--- config.mk ---
export PLATFORM = sky130hd
export DESIGN_NAME = ctrl_pipeline_flat
export DESIGN_NICKNAME = d
export VERILOG_FILES = /design/src/rtl/ctrl_pipeline_if.sv /design/src/rtl/ctrl_pipeline.sv /design/src/flat_wrapper.sv
export SDC_FILE = /design/constraint.sdc
export NUM_CORES = 1
export LEC_CHECK = 0
export CAP_MARGIN = 20
export CELL_PAD_IN_SITES_DETAIL_PLACEMENT = 1
export CELL_PAD_IN_SITES_GLOBAL_PLACEMENT = 2
export CORE_ASPECT_RATIO = 1.25
export CORE_UTILIZATION = 31
export CTS_CLUSTER_SIZE = 16
export DETAILED_ROUTE_END_ITERATION = 10
export GPL_TIMING_DRIVEN = 0
export PLACE_DENSITY = 0.89
export SLEW_MARGIN = 15
export SYNTH_ARGS = -nofsm -noshare
export SYNTH_HDL_FRONTEND = slang
export SYNTH_SLANG_ARGS = --single-unit
export TNS_END_PERCENT = 30
--- constraint.sdc ---
create_clock -name clk -period 5.55 [get_ports clk]
set_clock_uncertainty 0.15 [all_clocks]
set_input_delay 0.555 -clock clk [delete_from_list [all_inputs] [get_ports clk]]
set_output_delay 0.555 -clock clk [all_outputs]
set_load 0.03 [all_outputs]
--- src/rtl/ctrl_pipeline_if.sv ---
// rtl/ctrl_pipeline_if.sv - RV32I control word package and pipeline control interface
//
// rv32i_pkg      : opcode constants and the decoded rv32i_control_word.
// ctrl_pipeline_if
//   master : ID/datapath side. Drives id_ctrl, id_rs1/2, id_rd, ex_br_taken,
//            imem_stall and dmem_stall. Reads the per-stage control words and
//            rd indices, stall/flush, forwarding selects, wb_we and the
//            commit stream.
//   slave  : ctrl_pipeline side, with the same signals in the opposite directions.
`timescale 1ns/1ps

package rv32i_pkg;
  localparam logic [6:0] op_lui   = 7'b0110111;
  localparam logic [6:0] op_auipc = 7'b0010111;
  localparam logic [6:0] op_jal   = 7'b1101111;
  localparam logic [6:0] op_jalr  = 7'b1100111;
  localparam logic [6:0] op_br    = 7'b1100011;
  localparam logic [6:0] op_load  = 7'b0000011;
  localparam logic [6:0] op_store = 7'b0100011;
  localparam logic [6:0] op_imm   = 7'b0010011;
  localparam logic [6:0] op_reg   = 7'b0110011;

  // An all-zero word is a bubble.
  typedef struct packed {
    logic       valid;
    logic [6:0] opcode;
    logic [2:0] funct3;
    logic       mem_read;
    logic       mem_write;
    logic       load_regfile;
  } rv32i_control_word;
endpackage

interface ctrl_pipeline_if #(parameter int ORDER_W = 64);
  rv32i_pkg::rv32i_control_word id_ctrl;
  logic [4:0]                   id_rs1;
  logic [4:0]                   id_rs2;
  logic [4:0]                   id_rd;
  logic                         ex_br_taken;
  logic                         imem_stall;
  logic                         dmem_stall;
  rv32i_pkg::rv32i_control_word ex_ctrl;
  rv32i_pkg::rv32i_control_word mem_ctrl;
  rv32i_pkg::rv32i_control_word wb_ctrl;
  logic [4:0]                   ex_rd;
  logic [4:0]                   mem_rd;
  logic [4:0]                   wb_rd;
  logic                         stall_if_id;
  logic                         flush_if_id;
  logic [1:0]                   fwd_a_sel;
  logic [1:0]                   fwd_b_sel;
  logic                         wb_we;
  logic                         commit_valid;
  logic [ORDER_W-1:0]           commit_order;

  modport master (
    output id_ctrl, id_rs1, id_rs2, id_rd, ex_br_taken, imem_stall, dmem_stall,
    input  ex_ctrl, mem_ctrl, wb_ctrl, ex_rd, mem_rd, wb_rd, stall_if_id,
           flush_if_id, fwd_a_sel, fwd_b_sel, wb_we, commit_valid, commit_order
  );

  modport slave (
    input  id_ctrl, id_rs1, id_rs2, id_rd, ex_br_taken, imem_stall, dmem_stall,
    output ex_ctrl, mem_ctrl, wb_ctrl, ex_rd, mem_rd, wb_rd, stall_if_id,
           flush_if_id, fwd_a_sel, fwd_b_sel, wb_we, commit_valid, commit_order
  );
endinterface

--- src/rtl/ctrl_pipeline.sv ---
// rtl/ctrl_pipeline.sv - EX/MEM/WB control word pipeline with hazard, forwarding and commit logic
//
// Carries the decoded control word from ID through EX, MEM and WB. It raises
// stall/flush for IF/ID on hazards and redirects. It produces the EX operand
// forwarding selects, the regfile write enable and the RVFI commit stream.
//
// Ports:
//   clk : clock. All state changes on the rising edge.
//   rst : asynchronous active-low reset.
//   bus : ctrl_pipeline_if.slave (ID inputs, stall inputs, stage/hazard/commit outputs).
//
// Build option CTRL_PIPE_FWD_EN:
//   defined   : MEM/WB to EX forwarding is enabled. Only a load-use hazard stalls.
//   undefined : the forwarding selects are tied to 00. Any RAW dependency on a
//               valid EX or MEM writer stalls ID.
`timescale 1ns/1ps

module ctrl_pipeline
  import rv32i_pkg::*;
#(
  parameter int ORDER_W = 64
) (
  input logic            clk,
  input logic            rst,
  ctrl_pipeline_if.slave bus
);

  rv32i_control_word  r_ex_ctrl;
  rv32i_control_word  r_mem_ctrl;
  rv32i_control_word  r_wb_ctrl;
  logic [4:0]         r_ex_rd;
  logic [4:0]         r_mem_rd;
  logic [4:0]         r_wb_rd;
  logic [ORDER_W-1:0] r_commit_order;

  logic w_gs;
  logic w_use_rs1;
  logic w_use_rs2;
  logic w_ex_wr;
  logic w_mem_wr;
  logic w_wb_wr;
  logic w_id_hit_ex;
  logic w_hazard;
  logic w_redirect;
  logic w_bubble;

  function automatic logic f_uses_rs1(input rv32i_control_word c);
    return c.valid && (c.opcode != op_lui) && (c.opcode != op_auipc) &&
           (c.opcode != op_jal);
  endfunction

  function automatic logic f_uses_rs2(input rv32i_control_word c);
    return c.valid && ((c.opcode == op_br) || (c.opcode == op_store) ||
                       (c.opcode == op_reg));
  endfunction

  assign w_gs      = bus.imem_stall | bus.dmem_stall;
  assign w_use_rs1 = f_uses_rs1(bus.id_ctrl);
  assign w_use_rs2 = f_uses_rs2(bus.id_ctrl);

  // A stage "writes" only if it holds a real instruction targeting a non-x0 register.
  assign w_ex_wr  = r_ex_ctrl.valid  & r_ex_ctrl.load_regfile  & (r_ex_rd  != 5'd0);
  assign w_mem_wr = r_mem_ctrl.valid & r_mem_ctrl.load_regfile & (r_mem_rd != 5'd0);
  assign w_wb_wr  = r_wb_ctrl.valid  & r_wb_ctrl.load_regfile  & (r_wb_rd  != 5'd0);

  assign w_id_hit_ex = (r_ex_rd != 5'd0) &&
                       ((w_use_rs1 && (bus.id_rs1 == r_ex_rd)) ||
                        (w_use_rs2 && (bus.id_rs2 == r_ex_rd)));

`ifdef CTRL_PIPE_FWD_EN
  logic [4:0] r_ex_rs1;
  logic [4:0] r_ex_rs2;
  logic [1:0] w_fwd_a;
  logic [1:0] w_fwd_b;

  // Only a load in EX cannot be forwarded in time. Every other RAW is covered
  // by the MEM/WB bypass.
  assign w_hazard = r_ex_ctrl.valid & r_ex_ctrl.mem_read & w_id_hit_ex;

  // MEM holds the younger result, so it is checked before WB.
  assign w_fwd_a = (w_mem_wr && (r_mem_rd == r_ex_rs1)) ? 2'b01 :
                   (w_wb_wr  && (r_wb_rd  == r_ex_rs1)) ? 2'b10 : 2'b00;
  assign w_fwd_b = (w_mem_wr && (r_mem_rd == r_ex_rs2)) ? 2'b01 :
                   (w_wb_wr  && (r_wb_rd  == r_ex_rs2)) ? 2'b10 : 2'b00;

  assign bus.fwd_a_sel = w_fwd_a;
  assign bus.fwd_b_sel = w_fwd_b;
`else
  logic w_id_hit_mem;

  assign w_id_hit_mem = (r_mem_rd != 5'd0) &&
                        ((w_use_rs1 && (bus.id_rs1 == r_mem_rd)) ||
                         (w_use_rs2 && (bus.id_rs2 == r_mem_rd)));

  // Without a bypass, ID waits until every pending writer of its sources has
  // reached WB.
  assign w_hazard = (w_ex_wr & w_id_hit_ex) | (w_mem_wr & w_id_hit_mem);

  assign bus.fwd_a_sel = 2'b00;
  assign bus.fwd_b_sel = 2'b00;
`endif

  assign w_redirect = bus.ex_br_taken & r_ex_ctrl.valid & ~w_gs;
  assign w_bubble   = w_redirect | w_hazard;

  always_ff @(posedge clk or negedge rst) begin
    if (!rst) begin
      r_ex_ctrl      <= '0;
      r_mem_ctrl     <= '0;
      r_wb_ctrl      <= '0;
      r_ex_rd        <= '0;
      r_mem_rd       <= '0;
      r_wb_rd        <= '0;
      r_commit_order <= '0;
`ifdef CTRL_PIPE_FWD_EN
      r_ex_rs1       <= '0;
      r_ex_rs2       <= '0;
`endif
    end else if (!w_gs) begin
      r_wb_ctrl  <= r_mem_ctrl;
      r_wb_rd    <= r_mem_rd;
      r_mem_ctrl <= r_ex_ctrl;
      r_mem_rd   <= r_ex_rd;
      if (w_bubble) begin
        r_ex_ctrl <= '0;
        r_ex_rd   <= '0;
`ifdef CTRL_PIPE_FWD_EN
        r_ex_rs1  <= '0;
        r_ex_rs2  <= '0;
`endif
      end else begin
        r_ex_ctrl <= bus.id_ctrl;
        r_ex_rd   <= bus.id_rd;
`ifdef CTRL_PIPE_FWD_EN
        r_ex_rs1  <= bus.id_rs1;
        r_ex_rs2  <= bus.id_rs2;
`endif
      end
      // Under !gs, a valid WB word is exactly the commit pulse.
      if (r_wb_ctrl.valid) begin
        r_commit_order <= r_commit_order + 1'b1;
      end
    end
  end

  assign bus.ex_ctrl      = r_ex_ctrl;
  assign bus.mem_ctrl     = r_mem_ctrl;
  assign bus.wb_ctrl      = r_wb_ctrl;
  assign bus.ex_rd        = r_ex_rd;
  assign bus.mem_rd       = r_mem_rd;
  assign bus.wb_rd        = r_wb_rd;
  // The combinational outputs are gated so they read 0 while reset is held.
  assign bus.stall_if_id  = rst & (w_gs | (w_hazard & ~w_redirect));
  assign bus.flush_if_id  = rst & w_redirect;
  assign bus.wb_we        = w_wb_wr;
  assign bus.commit_valid = rst & r_wb_ctrl.valid & ~w_gs;
  assign bus.commit_order = r_commit_order;

endmodule
--- src/flat_wrapper.sv ---
// flat-port wrapper written by rule: the top's interface ports become plain ports
module ctrl_pipeline_flat import rv32i_pkg::*;
#(
  parameter int ORDER_W = 64
)
  (clk, rst, bus_id_ctrl, bus_id_rs1, bus_id_rs2, bus_id_rd, bus_ex_br_taken, bus_imem_stall, bus_dmem_stall, bus_ex_ctrl, bus_mem_ctrl, bus_wb_ctrl, bus_ex_rd, bus_mem_rd, bus_wb_rd, bus_stall_if_id, bus_flush_if_id, bus_fwd_a_sel, bus_fwd_b_sel, bus_wb_we, bus_commit_valid, bus_commit_order);
  ctrl_pipeline_if #(.ORDER_W(ORDER_W)) bus_i ();
  input logic clk;
  input logic rst;
  input wire logic [$bits(bus_i.id_ctrl)-1:0] bus_id_ctrl;
  input wire logic [$bits(bus_i.id_rs1)-1:0] bus_id_rs1;
  input wire logic [$bits(bus_i.id_rs2)-1:0] bus_id_rs2;
  input wire logic [$bits(bus_i.id_rd)-1:0] bus_id_rd;
  input wire logic [$bits(bus_i.ex_br_taken)-1:0] bus_ex_br_taken;
  input wire logic [$bits(bus_i.imem_stall)-1:0] bus_imem_stall;
  input wire logic [$bits(bus_i.dmem_stall)-1:0] bus_dmem_stall;
  output wire logic [$bits(bus_i.ex_ctrl)-1:0] bus_ex_ctrl;
  output wire logic [$bits(bus_i.mem_ctrl)-1:0] bus_mem_ctrl;
  output wire logic [$bits(bus_i.wb_ctrl)-1:0] bus_wb_ctrl;
  output wire logic [$bits(bus_i.ex_rd)-1:0] bus_ex_rd;
  output wire logic [$bits(bus_i.mem_rd)-1:0] bus_mem_rd;
  output wire logic [$bits(bus_i.wb_rd)-1:0] bus_wb_rd;
  output wire logic [$bits(bus_i.stall_if_id)-1:0] bus_stall_if_id;
  output wire logic [$bits(bus_i.flush_if_id)-1:0] bus_flush_if_id;
  output wire logic [$bits(bus_i.fwd_a_sel)-1:0] bus_fwd_a_sel;
  output wire logic [$bits(bus_i.fwd_b_sel)-1:0] bus_fwd_b_sel;
  output wire logic [$bits(bus_i.wb_we)-1:0] bus_wb_we;
  output wire logic [$bits(bus_i.commit_valid)-1:0] bus_commit_valid;
  output wire logic [$bits(bus_i.commit_order)-1:0] bus_commit_order;
  assign bus_i.id_ctrl = bus_id_ctrl;
  assign bus_i.id_rs1 = bus_id_rs1;
  assign bus_i.id_rs2 = bus_id_rs2;
  assign bus_i.id_rd = bus_id_rd;
  assign bus_i.ex_br_taken = bus_ex_br_taken;
  assign bus_i.imem_stall = bus_imem_stall;
  assign bus_i.dmem_stall = bus_dmem_stall;
  assign bus_ex_ctrl = bus_i.ex_ctrl;
  assign bus_mem_ctrl = bus_i.mem_ctrl;
  assign bus_wb_ctrl = bus_i.wb_ctrl;
  assign bus_ex_rd = bus_i.ex_rd;
  assign bus_mem_rd = bus_i.mem_rd;
  assign bus_wb_rd = bus_i.wb_rd;
  assign bus_stall_if_id = bus_i.stall_if_id;
  assign bus_flush_if_id = bus_i.flush_if_id;
  assign bus_fwd_a_sel = bus_i.fwd_a_sel;
  assign bus_fwd_b_sel = bus_i.fwd_b_sel;
  assign bus_wb_we = bus_i.wb_we;
  assign bus_commit_valid = bus_i.commit_valid;
  assign bus_commit_order = bus_i.commit_order;
  ctrl_pipeline #(.ORDER_W(ORDER_W)) u_core (.clk(clk), .rst(rst), .bus(bus_i));
endmodule
After elaboration in Yosys (flattened, before gate mapping):

Cells that the tools add are included.

* bits of input ports: 34
* register bits: 121
* logic and storage cells: 74

* bitwise operators: 21
* reduce and logical (&&, ||, !) cells: 18
* mux-type cells: 2
* add/sub/neg operators: 1
* equal/unequal tests: 10

Operator list (count)
* adder 64 x 1 -> 64 bit, second input constant: 1
* equality test 5 bit: 4
* AND 1 bit: 15
* nonzero test 5 bit: 3
* equality test 7 x 6 -> 1 bit, second input constant: 2
* 2-to-1 mux 14 bit: 1
* logical AND 1 bit: 10
* equality test 7 bit, second input constant: 1
* inequality test 7 x 5 -> 1 bit, second input constant: 1
* inequality test 7 x 6 -> 1 bit, second input constant: 1
* inequality test 7 bit, second input constant: 1
* 2-to-1 mux 5 bit: 1
* logical OR 1 bit: 4
* bitwise OR 1 bit: 4
* NOT 1 bit: 2
* AND reduction 2 bit: 1

Longest topological paths before layout:

Gate-level depths: netlist of the first run.

* depth after elaboration: 12
* depth in mapped cells: 7
* gate-level depth less buffers: 6

Worst setup path before layout of the first run:

OpenSTA, ideal clock, no wires.

* path type: input -> output
* from: in bus_id_ctrl[9]
* to: out bus_stall_if_id
* stages on the path: 5
* arrival: 2.323 ns
* buffers on the path: 0
* path slack: 2.522 ns
* cells stage by stage: nor4bb_1 nand4_1 nor4_1 o31ai_1 a21boi_0

* longest elaborated chain between the ends: 12
* elaborated cells on any way between the ends: 26
* those cells by class: 6 x eq/ne; 6 x bitwise; 14 x reduce/logical

Ends and longest elaborated chain
* from (decl): line flat_wrapper.sv:10 `input wire logic [$bits(bus_i.id_ctrl)-1:0] bus_id_ctrl;`
* inequality test 7 x 6 -> 1 bit (tied with other cells): line ctrl_pipeline.sv:48 `return c.valid && (c.opcode != op_lui) && (c.opcode != op_auipc) &&`
* logical AND 1 bit or logical OR 1 bit (tied branches) (2 in series): line ctrl_pipeline.sv:48, ctrl_pipeline.sv:53
* logical AND 1 bit, on equally long branches: line ctrl_pipeline.sv:48, ctrl_pipeline.sv:53
* logical AND 1 bit, on equally long branches
* logical OR 1 bit, on equally long branches: line ctrl_pipeline.sv:67, ctrl_pipeline.sv:92
* logical AND 1 bit, on equally long branches: line ctrl_pipeline.sv:66, ctrl_pipeline.sv:91
* AND 1 bit: line ctrl_pipeline.sv:97 `assign w_hazard = (w_ex_wr & w_id_hit_ex) | (w_mem_wr & w_id_hit_mem);`
* bitwise OR 1 bit *: line ctrl_pipeline.sv:97
* AND 1 bit *: line ctrl_pipeline.sv:153 `assign bus.stall_if_id = rst & (w_gs | (w_hazard & ~w_redirect));`
* bitwise OR 1 bit *: line ctrl_pipeline.sv:153
* AND 1 bit *: line ctrl_pipeline.sv:153
* to (decl): line flat_wrapper.sv:23 `output wire logic [$bits(bus_i.stall_if_id)-1:0] bus_stall_if_id;`

Every way passes the cells marked *; elsewhere a longest branch is shown, timed or not.

Final worst setup path of the first run:

Ends and elaborated chain as after synthesis.

==> results list, run 1 <==
- Iteration count of the initial detailed-routing pass: 4
* Cell at the root of the clock tree: sky130_fd_sc_hd__clkbuf_16
* P per Cell Area: 349.2 nW/um^2
- In this run the remaining antenna-violating nets after routing total 0.
- Setup Fix Bufs, Post-CTS: 0
- The H-tree was split into 4 levels.
* NumNets Final: 740
- Crit path capture type: primary output
- The synthesized design contains 121 register bits.
- Setup repair after global routing left no endpoint under its margin.
- Area of all placed cells without fillers: 7916 sq um
* Vias after detailed routing: 4590
- Area of combinational cells with multiple inputs: 2248 sq um
* CP Max Fanout: 4
* Fraction of final layout cells sized beyond drive strength 1: 6.685%
- The worst setup path is of the input port to primary output kind.
- Final core utilization: 46.81%
* CP Data Required Time: 4.85 ns
- Instance area at placement: 7279 sq um
- Syn-to-layout area delta: 47.07%
- Initial core utilization: 31.83%
- Summed over all layers, the global routing overflow is 0.
- Final critical delay including setup and external delays: 4.177 ns
- Number of remaining DRC errors: 0
- Fill cells in the final layout number 1884.
* Maximum number of pins on one net before global-route repair: 80
- Ys Warns: 0
- Data on the critical path arrives at its endpoint at 3.47 ns.
* Area share of the largest cell type after synthesis: 56.25%
- The floorplan step defined a die boundary enclosing 17900 sq um.
* Cell row count: 53
* Global-route wire length before repair: 26040 microns
- The total count of hold-check failures in the final report is 0.
* Wire length reported by the detailed router: 15990 microns
* Distinct cell type count of the synthesized netlist: 39
* Worst-Skew Late Latency: 0.41 ns
- Across the whole layout, storage elements account for 3028 sq um.
- Of the available clock period, the critical path in the final layout requires 75.26%.
- Top post-synthesis cells by count: sky130_fd_sc_hd__nand2_1, sky130_fd_sc_hd__dfrtp_1, sky130_fd_sc_hd__xnor2_1
- For this run, the top clock speed supported by timing is 0.2394 GHz.
- Of all cell types, the one taking the most synthesized area is sky130_fd_sc_hd__dfrtp_1.
- Aggregate negative setup slack: 0 ns
- Sequential fraction of the synthesis area: 56.25%
- After detailed routing, the number of vias per cell comes to 4.893.
- The number of global-route vias before repair was 5034.
- TritonCTS built the clock tree.
- Startpoint kind of the worst setup timing path: input port
* Clock transition at path regs: 0.05 ns
* Die Span Y: 149.3 microns
- The flow ran to the end, and the final reports show no timing, DRC or antenna violations.
- Across the run, the number of max-cap violations was 0.
- Standard cell core area: 16910 sq um
- Average cell area after synthesis: 10.29 sq um
- The count of pins over their slew limit is 0.
- In this run the count of I/O pins placed on the die edge is 163.
* Half-perimeter wire length after detailed placement: 11800 microns
* Netlist Area Pre-Place: 5383 sq um
- Across the VDD grid, the largest voltage drop is 0.1787 mV.
- Dividing the detail-routed wire length by the instance count gives 17.04 microns.
* Number of resized instances in the post-cts repair step: 0
- Global routing used 18.78% of the available tracks across all layers.
- Most used flip-flop cell after synthesis: sky130_fd_sc_hd__dfrtp_1
- Top-count cell post-synth: sky130_fd_sc_hd__nand2_1
* Last weighted congestion value of the routability-driven placer: 0.8300
- Sorting the synthesized cells by area gives the leading types as sky130_fd_sc_hd__dfrtp_1, sky130_fd_sc_hd__nand2_1, sky130_fd_sc_hd__xnor2_1.
- Clock tree synthesis inserted a total of 17 buffers.
- In this run the deepest clock path goes through 2 buffers.
- In the synthesized netlist the async set-or-reset flop fraction comes to 100.0%.
- In this run the horizontal extent of the chip is 119.9 microns.
- Setup violations remaining at the end of the flow were counted as 0.
* Clock tree sinks: 121
* Transition at the pin with the smallest max-transition slack: 0.8161 ns
- Count of port buffers added during placement: 158
- Final-layout worst hold slack: 0.3140 ns
- Number of DRC markers after the initial detailed-route iteration: 179
- Headroom to the max-slew limit: 45.09%
- Buffers inserted to repair hold after CTS numbered 1.
- Antenna cell count: 0
- Static power due to leakage: 3.566 nW
- Counting flops with a built-in enable in the synthesized netlist gives 0.
* Syn Inst Count: 523
- The tightest min-delay check is of the flop to flop type.
- Initial antenna violation count: 0
-- flip-flops by register name (all words and copies together) (netlist names) --
name / count
u_core.bus.commit_order: 64
u_core.bus.ex_ctrl: 14
u_core.bus.ex_rd: 5
u_core.bus.mem_ctrl: 14
u_core.bus.mem_rd: 5
u_core.bus.wb_ctrl: 14
u_core.bus.wb_rd: 5
-- cell families (layout without fill, tap and decap cells) --
logic type | after synthesis | after routing | share of synthesized area (%)
simple gates | 265 | 265 | 23.06
flops | 121 | 121 | 56.25
xor+xnor | 83 | 83 | 13.51
compound gates | 26 | 26 | 4.486
buf+inv | 25 | 217 | 2.185
fa+ha+maj | 1 | 1 | 0.2324
other cells | 1 | 4 | 0.06967
mux | 1 | 1 | 0.2092
-- cells in the final DEF (no fill, tap or decap), drive strengths merged --
cell / n
clkinvlp: 2
nand2: 143
nand2b: 1
inv: 7
o311a: 1
nor3: 15
nor4bb: 1
a21boi: 1
or2: 2
a22o: 19
or4: 4
and4: 5
clkinv: 6
o31ai: 1
nor4: 5
clkbuf: 30
xnor2: 57
conb: 4
nor2: 23
o211ai: 2
o221a: 1
and4b: 1
mux2: 1
and3: 13
xor2: 26
and4bb: 1
nand3: 30
a21oi: 1
dfrtp: 121
buf: 10
bufinv: 4
dlygate4sd3: 1
or3: 2
clkdlybuf4s50: 157
ha: 1
and2: 2
nand4: 17
-- worst max-delay path: stages --
cell,delay [ns]
sky130_fd_sc_hd__clkdlybuf4s50_1,0.48
sky130_fd_sc_hd__nor4bb_1,0.30
sky130_fd_sc_hd__nand4_1,0.25
sky130_fd_sc_hd__nor4_1,0.74
sky130_fd_sc_hd__o31ai_1,0.17
sky130_fd_sc_hd__a21boi_0,0.23
sky130_fd_sc_hd__clkdlybuf4s50_1,0.74
-- per-layer routing --
layer	vias to the layer above	global-route usage, %	wire length [microns]
met5	-	0	0
met4	0	6.125	274
met3	23	6.498	1032
met2	144	33.76	8306
met1	2306	20.53	6372
li1	2117	-	-
-- cell type report --
| type | instances | area share [%] |
|---|---|---|
| sequential | 121 | 38.25 |
| multi-input combinational | 380 | 28.40 |
| timing repair buffer | 160 | 20.47 |
| clock buffer | 18 | 5.421 |
| tap | 220 | 3.477 |
| clock inverter | 14 | 2.497 |
| buffer | 20 | 1.249 |
| inverter | 5 | 0.2371 |
-- report_power, final --
group	total, mW	leakage [nW]	switching [mW]	internal (mW)
clock network	1.17	0.301	0.414	0.755
logic	0.542	1.66	0.311	0.231
registers	1.05	1.61	0.0903	0.963
-- final timing paths --
check	slack (ns)	from	depth (start not counted)	to
worst max-delay path	1.37	bus_id_ctrl[9]	7	bus_stall_if_id
worst min register to register	0.31	u_core.bus.commit_order[63]	1	u_core.bus.commit_order[63]
max in group asynchronous	4.00	rst	3	u_core.bus.mem_ctrl[5]
worst min-delay path	0.31	u_core.bus.commit_order[63]	1	u_core.bus.commit_order[63]
min in group asynchronous	0.50	rst	2	u_core.bus.commit_order[14]
worst max register to register	2.93	u_core.bus.wb_ctrl[13]	7	u_core.bus.commit_order[49]
-- metrics by stage --
stage                     setup slack [ns]  power, mW  cells
after floorplan                      2.522      1.336    526
after global placement              -1.530      1.598    904
after detailed placement             1.354      1.616    905
after CTS                            1.348      2.799    938
after global routing                 1.277      2.875    938
final                                1.373      2.764    938
Note: power is estimated with default switching activity, not from simulation.
==> run 2, diff against run 1 <==
--- a/config.mk
+++ b/config.mk
@@ -9,11 +9,11 @@
 export CELL_PAD_IN_SITES_DETAIL_PLACEMENT = 1
 export CELL_PAD_IN_SITES_GLOBAL_PLACEMENT = 2
 export CORE_ASPECT_RATIO = 1.25
-export CORE_UTILIZATION = 31
+export CORE_UTILIZATION = 29
 export CTS_CLUSTER_SIZE = 16
 export DETAILED_ROUTE_END_ITERATION = 10
 export GPL_TIMING_DRIVEN = 0
-export PLACE_DENSITY = 0.89
+export PLACE_DENSITY = 0.84
 export SLEW_MARGIN = 15
 export SYNTH_ARGS = -nofsm -noshare
 export SYNTH_HDL_FRONTEND = slang
==> constraint.sdc (replaced) <==
create_clock -name clk -period 3.9 [get_ports clk]
set_clock_uncertainty 0.15 [all_clocks]
set_input_delay 0.39 -clock clk [delete_from_list [all_inputs] [get_ports clk]]
set_output_delay 0.39 -clock clk [all_outputs]
set_load 0.03 [all_outputs]
==> results list, run 2 (synthesized netlist as in run 1, its figures left out) <==
- Standard cell core area: 18170 sq um
* Iteration count of the initial detailed-routing pass: 4
* GRT Residual Overflow: 0
- Final Max Slew Viols: 0
- TritonCTS built the clock tree.
* PnR Total Power: 4.102 mW
- Post-place setup slack: 0.03413 ns
- NumNets Final: 740
- Sequential cell area: 3028 sq um
- The final critical path takes up 93.77% of the cycle.
- Final setup margin: 0.2431 ns
* Total Die Area: 19110 sq um
- Number of remaining DRC errors: 0
- Startpoint kind of the worst setup timing path: flop
- Final-layout worst hold slack: 0.3213 ns
- No sink is reached through more buffers than the 2 on the longest clock path.
* Instance area at placement: 7289 sq um
- CTS H-tree depth: 4
- For this run, the top clock speed supported by timing is 0.2735 GHz.
- Die Span Y: 154.3 microns
* Number of buffers created by CTS: 17
- After layout, the minimum clock period comes to 3.657 ns.
* Worst-Skew Late Latency: 0.42 ns
- The layout has 2021 filler cells.
* Maximum number of pins on one net before global-route repair: 79
- The total count of hold-check failures in the final report came to 0.
- The path class of the tightest hold or removal check is flop to flop.
- The cell sitting at the root of the clock tree is a sky130_fd_sc_hd__clkbuf_16.
- In the global route stage, overall resource usage came out at 18.45%.
* Wire length reported by the detailed router: 16600 microns
* Commonest cells after routing, fill and taps aside: sky130_fd_sc_hd__clkdlybuf4s50_1, sky130_fd_sc_hd__nand2_1, sky130_fd_sc_hd__dfrtp_1
- Vias after detailed routing: 4546
- After the first detailed-routing iteration, the DRC count stood at 183.
* Antenna cell count: 0
- For this design the static power due to leakage is 3.580 nW.
* Aggregate negative setup slack: 0 ns
- Clock tree synthesis found a total of 121 sinks.
* CP Max Fanout: 6
- Dividing total power by cell area gives a power density of 513.4 nW/um^2.
* Setup repair after global routing missed its margin: false
- The worst setup path is of the flop to primary output kind.
* Most common cell after layout, fill and taps aside: sky130_fd_sc_hd__clkdlybuf4s50_1
* Crit path capture type: primary output
- Syn-to-layout area delta: 48.42%
- The number of global-route vias before repair was 5003.
- Port buffering added 158 buffers.
- Routed WL per cell: 17.55 microns
- Half-perimeter wire length after detailed placement: 12210 microns
* Global-route wire length before repair: 26850 microns
- Setup Fix Bufs, Post-CTS: 0
- Number of primary I/O pins: 163
* Die Span X: 123.9 microns
- Final-report setup violation count: 0
- Area of combinational cells with multiple inputs: 2255 sq um
- Number of maximum-capacitance constraint violations: 0
- Transition at the pin with the smallest max-transition slack: 0.5931 ns
- Clock transition at path regs: 0.06 ns
- The register with the most flip-flops in the layout has 64 of them.
- Signal arrival time at the worst endpoint: 3.12 ns
* Fraction of final layout cells sized beyond drive strength 1: 6.964%
- The initial antenna violation count came to 0.
* Cell row count: 55
- Last weighted congestion value of the routability-driven placer: 0.7954
* Initial core utilization: 29.63%
- Measured against its own limit, the worst slew margin works out to 60.46%.
- Result of the run: complete, no violations
- Vias/cell: 4.805
* Area of all placed cells without fillers: 7989 sq um
- VDD sags by at most 0.2745 mV.
* Antenna-violating nets left: 0
* CP Data Required Time: 3.36 ns
-- run 2: changes by cell type in the layout (fill, tap and decap cells not counted), sizes merged --
cell / change
clkinv: -5
clkinvlp: +3
bufinv: +2
-- run 2: power breakdown --
group / switching (mW) / internal (mW) / leakage (nW)
sequential: 0.133 / 1.37 / 1.61
clock: 0.609 / 1.22 / 0.315
combinational: 0.442 / 0.329 / 1.66
total: 1.18 / 2.92 / 3.58
-- run 2: critical path, stage by stage (launching register included) --
cell and delay (ns):
sky130_fd_sc_hd__dfrtp_1 0.47, sky130_fd_sc_hd__or4_1 0.57, sky130_fd_sc_hd__o211ai_2 0.19, sky130_fd_sc_hd__nor4_1 0.12, sky130_fd_sc_hd__o221a_4 0.31, sky130_fd_sc_hd__o31ai_1 0.25, sky130_fd_sc_hd__a21boi_0 0.14, sky130_fd_sc_hd__clkdlybuf4s50_1 0.65
-- run 2: cell type report --
type | instances | area share, %
plain buffers | 20 | 1.237
clock buffers | 18 | 5.497
clock inverters | 14 | 3.054
inverters | 5 | 0.2349
multi-input cells | 380 | 28.22
flip-flops and latches | 121 | 37.90
well taps | 228 | 3.571
repair buffers | 160 | 20.28
-- run 2: per-layer routing --
metal | part of all wire (%) | wire length (microns) | global-route usage (%) | vias up
met5 | 0 | 0 | 0 | -
met4 | 1.7 | 278 | 6.770 | 0
met3 | 5.9 | 985 | 5.088 | 21
met2 | 52 | 8665 | 32.51 | 149
met1 | 40 | 6673 | 20.85 | 2253
li1 | - | - | - | 2123
-- run 2: path summary, 6_finish.rpt --
| kind | startpoint | end | slack [ns] | cells after the start |
|---|---|---|---|---|
| worst max-delay path | u_core.bus.mem_rd[0] | bus_stall_if_id | 0.24 | 7 |
| worst min-delay path | u_core.bus.wb_ctrl[1] | u_core.bus.wb_ctrl[1] | 0.32 | 2 |
| worst max register to register | u_core.bus.wb_ctrl[13] | u_core.bus.commit_order[59] | 1.19 | 7 |
| worst min register to register | u_core.bus.wb_ctrl[1] | u_core.bus.wb_ctrl[1] | 0.32 | 2 |
| max in group asynchronous | rst | u_core.bus.wb_ctrl[12] | 2.50 | 3 |
| min in group asynchronous | rst | u_core.bus.commit_order[15] | 0.33 | 2 |
-- run 2: per-stage QoR --
stage          utilization, %  instances
5_1_grt                 43.97        946
3_3_place_gp            39.97        912
2_1_floorplan               -        526
3_5_place_dp            40.12        913
6_report                43.97        946
4_1_cts                 43.94        946
-- run 2: timing repair --
action / CTS / global route
setup endpoints to repair: 0 / 1
hold buffers: 1 / 0
gates resized for setup: 0 / 1
endpoints found under the hold margin: 43 / 0
